`src/rtl/hazard_forward_ctrl.sv`:
```
// Pipeline sequencer: shadow EX/MEM/WB tracking, forwarding selects, stall/flush/wait control.
// Optional saturating performance counters when HAZ_PERF_CNT_EN is defined.
module hazard_forward_ctrl #(
  parameter int unsigned CNT_W = 16
) (
  input  logic             clk,
  input  logic             reset,
  input  logic             id_valid,
  input  logic [3:0]       id_rn,
  input  logic [3:0]       id_rm,
  input  logic [3:0]       id_rd,
  input  logic             id_use_rn,
  input  logic             id_use_rm,
  input  logic             id_use_rd,
  input  logic             id_rf_enable,
  input  logic             id_load_instr,
  input  logic             id_ls_instr,
  input  logic             ex_branch_taken,
  input  logic             mem_ready,
  output logic [1:0]       s_pa,
  output logic [1:0]       s_pb,
  output logic [1:0]       s_pd,
  output logic             pc_le,
  output logic             ifid_le,
  output logic             idex_le,
  output logic             exmem_le,
  output logic             memwb_le,
  output logic             idex_bubble,
  output logic             ifid_flush,
  output logic             memwb_bubble
`ifdef HAZ_PERF_CNT_EN
  ,
  output logic [CNT_W-1:0] stall_cnt,
  output logic [CNT_W-1:0] flush_cnt,
  output logic [CNT_W-1:0] wait_cnt
`endif
);

  typedef struct packed {
    logic       valid;
    logic [3:0] rd;
    logic       we;
    logic       load;
    logic       ls;
  } stage_t;

  typedef enum logic [0:0] {StRun, StMemWait} state_e;

  state_e state_q, state_d;
  stage_t ex_q, mem_q, wb_q;
  stage_t ex_d, mem_d, wb_d;
  stage_t id_stage;

  logic load_use, branch_flush, mem_wait;

  function automatic logic hit(input logic use_src, input logic [3:0] src, input stage_t s);
    return use_src && (src != 4'd15) && s.valid && s.we && (s.rd == src);
  endfunction

  // Load in EX is skipped here; the stall covers it and the result later comes from MEM.
  function automatic logic [1:0] fwd_sel(input logic use_src, input logic [3:0] src,
                                         input stage_t ex, input stage_t mem, input stage_t wb);
    if (hit(use_src, src, ex) && !ex.load) return 2'b01;
    if (hit(use_src, src, mem))            return 2'b10;
    if (hit(use_src, src, wb))             return 2'b11;
    return 2'b00;
  endfunction

  always_comb begin
    id_stage = '0;
    if (id_valid) begin
      id_stage = '{valid: 1'b1, rd: id_rd, we: id_rf_enable, load: id_load_instr,
                   ls: id_ls_instr};
    end
  end

  assign load_use = ex_q.valid && ex_q.load && ex_q.we &&
                    (hit(id_use_rn, id_rn, ex_q) || hit(id_use_rm, id_rm, ex_q) ||
                     hit(id_use_rd, id_rd, ex_q));
  assign branch_flush = ex_branch_taken && ex_q.valid;

  // MEM is frozen while waiting, so the same access keeps the wait asserted until ready.
  always_comb begin
    mem_wait = 1'b0;
    unique case (state_q)
      StRun:     mem_wait = mem_q.valid && mem_q.ls && !mem_ready;
      StMemWait: mem_wait = !mem_ready;
      default:   mem_wait = 1'b0;
    endcase
    state_d = mem_wait ? StMemWait : StRun;
  end

  always_comb begin
    s_pa         = 2'b00;
    s_pb         = 2'b00;
    s_pd         = 2'b00;
    pc_le        = 1'b0;
    ifid_le      = 1'b0;
    idex_le      = 1'b0;
    exmem_le     = 1'b0;
    memwb_le     = 1'b0;
    idex_bubble  = 1'b1;
    ifid_flush   = 1'b1;
    memwb_bubble = 1'b1;
    if (reset) begin
      s_pa = fwd_sel(id_use_rn, id_rn, ex_q, mem_q, wb_q);
      s_pb = fwd_sel(id_use_rm, id_rm, ex_q, mem_q, wb_q);
      s_pd = fwd_sel(id_use_rd, id_rd, ex_q, mem_q, wb_q);
      if (mem_wait) begin
        idex_bubble  = 1'b0;
        ifid_flush   = 1'b0;
        memwb_bubble = 1'b1;
      end else begin
        pc_le        = 1'b1;
        ifid_le      = 1'b1;
        idex_le      = 1'b1;
        exmem_le     = 1'b1;
        memwb_le     = 1'b1;
        memwb_bubble = 1'b0;
        ifid_flush   = branch_flush;
        idex_bubble  = branch_flush || load_use;
        if (load_use && !branch_flush) begin
          pc_le   = 1'b0;
          ifid_le = 1'b0;
        end
      end
    end
  end

  always_comb begin
    ex_d  = ex_q;
    mem_d = mem_q;
    wb_d  = memwb_bubble ? '0 : mem_q;
    if (!mem_wait) begin
      ex_d  = idex_bubble ? '0 : id_stage;
      mem_d = ex_q;
    end
  end

  always_ff @(posedge clk or negedge reset) begin
    if (!reset) begin
      state_q <= StRun;
      ex_q    <= '0;
      mem_q   <= '0;
      wb_q    <= '0;
    end else begin
      state_q <= state_d;
      ex_q    <= ex_d;
      mem_q   <= mem_d;
      wb_q    <= wb_d;
    end
  end

`ifdef HAZ_PERF_CNT_EN
  logic stall_evt;
  assign stall_evt = load_use && !branch_flush && !mem_wait;

  always_ff @(posedge clk or negedge reset) begin
    if (!reset) begin
      stall_cnt <= '0;
      flush_cnt <= '0;
      wait_cnt  <= '0;
    end else begin
      if (stall_evt && (stall_cnt != '1)) stall_cnt <= stall_cnt + 1'b1;
      if (ifid_flush && (flush_cnt != '1)) flush_cnt <= flush_cnt + 1'b1;
      if (mem_wait && (wait_cnt != '1))   wait_cnt  <= wait_cnt + 1'b1;
    end
  end
`else
  logic [CNT_W-1:0] unused_cnt_w;
  assign unused_cnt_w = '0;
`endif

endmodule

```
`config.mk`:
```
export PLATFORM = sky130hd
export DESIGN_NAME = hazard_forward_ctrl
export DESIGN_NICKNAME = d
export VERILOG_FILES = /design/src/rtl/hazard_forward_ctrl.sv
export SDC_FILE = /design/constraint.sdc
export NUM_CORES = 1
export LEC_CHECK = 0
export ABC_CLOCK_PERIOD_IN_PS = 4490
export CAP_MARGIN = 20
export CELL_PAD_IN_SITES_DETAIL_PLACEMENT = 0
export CELL_PAD_IN_SITES_GLOBAL_PLACEMENT = 1
export CORE_ASPECT_RATIO = 1.25
export CORE_MARGIN = 2
export CORE_UTILIZATION = 25
export CTS_BUF_LIST = sky130_fd_sc_hd__clkbuf_16
export CTS_CLUSTER_DIAMETER = 150
export CTS_CLUSTER_SIZE = 40
export DETAILED_ROUTE_END_ITERATION = 12
export PLACE_DENSITY_LB_ADDON = 0.1
export SLEW_MARGIN = 0
export SYNTH_ARGS = -nofsm -noshare
export SYNTH_HDL_FRONTEND = slang
export SYNTH_SLANG_ARGS = --single-unit
```
`constraint.sdc`:
```
create_clock -name clk -period 4.49 [get_ports clk]
set_input_delay 0.449 -clock clk [delete_from_list [all_inputs] [get_ports clk]]
set_output_delay 0.449 -clock clk [all_outputs]
set_load 0.03 [all_outputs]
```
==> results.md <==
- ANT nets after route: 0
- Met3 Wirelength: 210 um
- GRT Overall Usage: 0.144
- Most common cell in the netlist: nand2_1
- GRT overflow: 0
- Max VDD drop: ~0.00021 V
- Total negative setup slack: 0 ps
- Top-area cell type share of the netlist area: 0.352
- Vias in the first global route: about 1,400
- Post-Synthesis Cells: 181
- P per Cell Area: ~320 mW/mm2
- Placed insts: 287
- Switch Pwr: between 150 and 200 uW
- #FFs+latches synth: 22
- CP arrival: 2890 ps
- Fmax achieved: 299 MHz
- Placement Rows: 32
- Synth Flop Type: dfrtp_1
- Worst setup path startpoint: id_rn[3]
- Reg power frac: 0.388
- Vias post-DR: roughly 1,400
- Min-delay worst type: register to register
- Initial core utilization: 0.255
- Mean post-synth cell area: 8.63 um2
- Setup-failing EPs final: 0
- Int Power: about 470 uW
- Antenna cells: 0
- Vias per cell: approximately 4.7
- Final hold viol count: 0
- Clk pwr share: 0.381
- RSZ-0062 raised after global routing: false
- TritonCTS clock tree: done
- Worst skew pair latency: 250 ps
- Final Slew Violations: 0
- Finished Layout Cells: between 200 and 300
- Clk root buf: clkbuf_16
- Fin crit share: 0.745
- Setup CP Type: primary input to output pin
- Global-route wire length before repair: about 7600 um
- Max Cap Violations: 0
- Yosys cell types: 31
- Synth area leaders: dfrtp_1 35%, xnor2_1 15%, nand2_1 7.2%
- CP required: 4040 ps
- # port buffers: 36
- Clock Skews: 1.61 ps
- Mapped Nets: 204
- Die Area: 0.00690 mm2
- Largest net degree at the start of global routing: 27
- Top Ports: 37
- Switch share: 0.285
- Max clock buf depth: 2
- Critical path startpoint category: primary input
- Fillers: between 600 and 700
- Number of buffers created by CTS: 3
- Slew at the pin closest to its max-slew limit: 600 ps
- Hold-fix buffers, CTS: 0
- Routed len/inst: about 16 um
- Initial antenna violation count: 0
- Detailed Place HPWL: 3450 um
- Core area: approximately 0.0061 mm2
- Routability cong.: between 0.7 and 0.8
- Ratio of cells with drive above 1 in the final layout: 0.0680
- Leakage Power: a little over 0.0008 uW
- DRT Wirelength: 4650 um
- Post-route minimum period: approximately 3300 ps
- Worst-path clk slew: approximately 60 ps
- Start point of the worst hold path: mem_q[0]
- 1st-iter DRT viols: 63
- Postcts setup bufs: 0
- Post-synth EDFFs: 0
- Die boundary width: about 75 um
- Layout area overhead: 31.1%
- Die Height: 92.4 um
- Max Fanout on Critical Path: 10
- Max-Slew Margin vs Limit: 0.600
- Combinational power share: 0.231
- Synth area leader: dfrtp_1
- Cell Area, Synth: 0.00156 mm2
- FF-to-FF Start: mem_q[7]
- Top Layer Used: met4
- Sequential-to-total area share from yosys stat: 0.352
- Kind of end point of the critical path: output pin
- Post-synthesis async set-or-reset flop share: 1.00
- Met2 routed WL: 2220 um
- # clock sinks: 22
- Htree depth: 1
- Wl on met1: approximately 2200 um
- Synthesis Warnings: 0
- Drc violations: 0
- Nets: 230
- Top cells by count, synth: 30 x nand2_1, 27 x xnor2_1, 22 x dfrtp_1
- DRT Pass-1 Iters: 4
- Status: completed
- CTS resizes: 0
-- final cells by class --
class / count / area [um2] / area share
Multi-Input combinational cell: 140 / 903 / 0.441
Sequential cell: 22 / 551 / 0.269
Timing Repair Buffer: 38 / 375 / 0.183
Tap cell: 85 / 106 / 0.0519
Clock buffer: 3 / 75.1 / 0.0367
Clock inverter: 1 / 30.0 / 0.0147
Inverter: 2 / 7.51 / 0.00367
-- final timing paths --
path / end / slack (ps) / cells past startpoint
min in group asynchronous: ex_q[4] / 520 / 2
setup / recovery: idex_bubble / 1150 / 7
setup reg to reg: ex_q[3] / 2310 / 6
hold reg to reg: mem_q[0] / 480 / 2
hold / removal: mem_q[0] / 480 / 2
max in group asynchronous: mem_q[0] / 3470 / 3
-- stage by stage --
stage	power (uW)	utilization	hold slack (ps)	cell area, um2	worst slack (ps)
5_1_grt	697	0.334	508	2050	1070
6_report	661	0.334	478	2050	1150
3_3_place_gp	414	0.317	453	1940	1170
2_1_floorplan	354	-	153	1560	1870
4_1_cts	667	0.334	476	2050	1140
3_5_place_dp	415	0.317	462	1940	1160
-- cell families after synthesis --
group           share of synthesized area
simple gates                        0.251
buf+inv                            0.0696
compound gates                      0.126
flops                               0.352
xor+xnor                            0.202
-- cells in the final DEF, fill, tap and decap left out, types with 2 or more instances in the layout --
cell              n
nand3_1          17
nand2_1          30
nor2b_1           3
dfrtp_1          22
nand4_1           3
xnor2_1          27
and3_1            6
o21ai_0          11
buf_4             2
a21oi_1           2
o21a_1            3
nor2_1            5
clkbuf_16         3
a32oi_1           7
xor2_1            9
clkdlybuf4s50_1  36
nor4_1            6
or4_4             3
-- layer usage --
layer,GRT usage,vias up
li1,-,671
met1,0.206,666
met2,0.231,41
met3,0.0141,2
met4,0.0372,0
met5,0,-
-- flip-flops by register name, summed over array words and instances (netlist names) --
register,count
ex_q,8
mem_q,7
wb_q,6
state_q,1
-- power groups by stage --
| stage | registers [uW] | logic [uW] | clock network, uW |
|---|---|---|---|
| floorplan | 241 | 113 | 0 |
| global placement | 262 | 152 | 0 |
| detailed placement | 262 | 154 | 0 |
| CTS | 258 | 155 | 254 |
| global route | 261 | 170 | 266 |
| finish | 256 | 153 | 252 |
-- worst max-delay path, stage by stage --
cell             delay [ps]
clkdlybuf4s50_1         520
nand4_1                 140
nand2_1                 100
or4_4                   610
a31oi_4                 250
a21o_1                  150
clkdlybuf4s50_1         660
No activity file was read; power rests on OpenSTA's default activity.
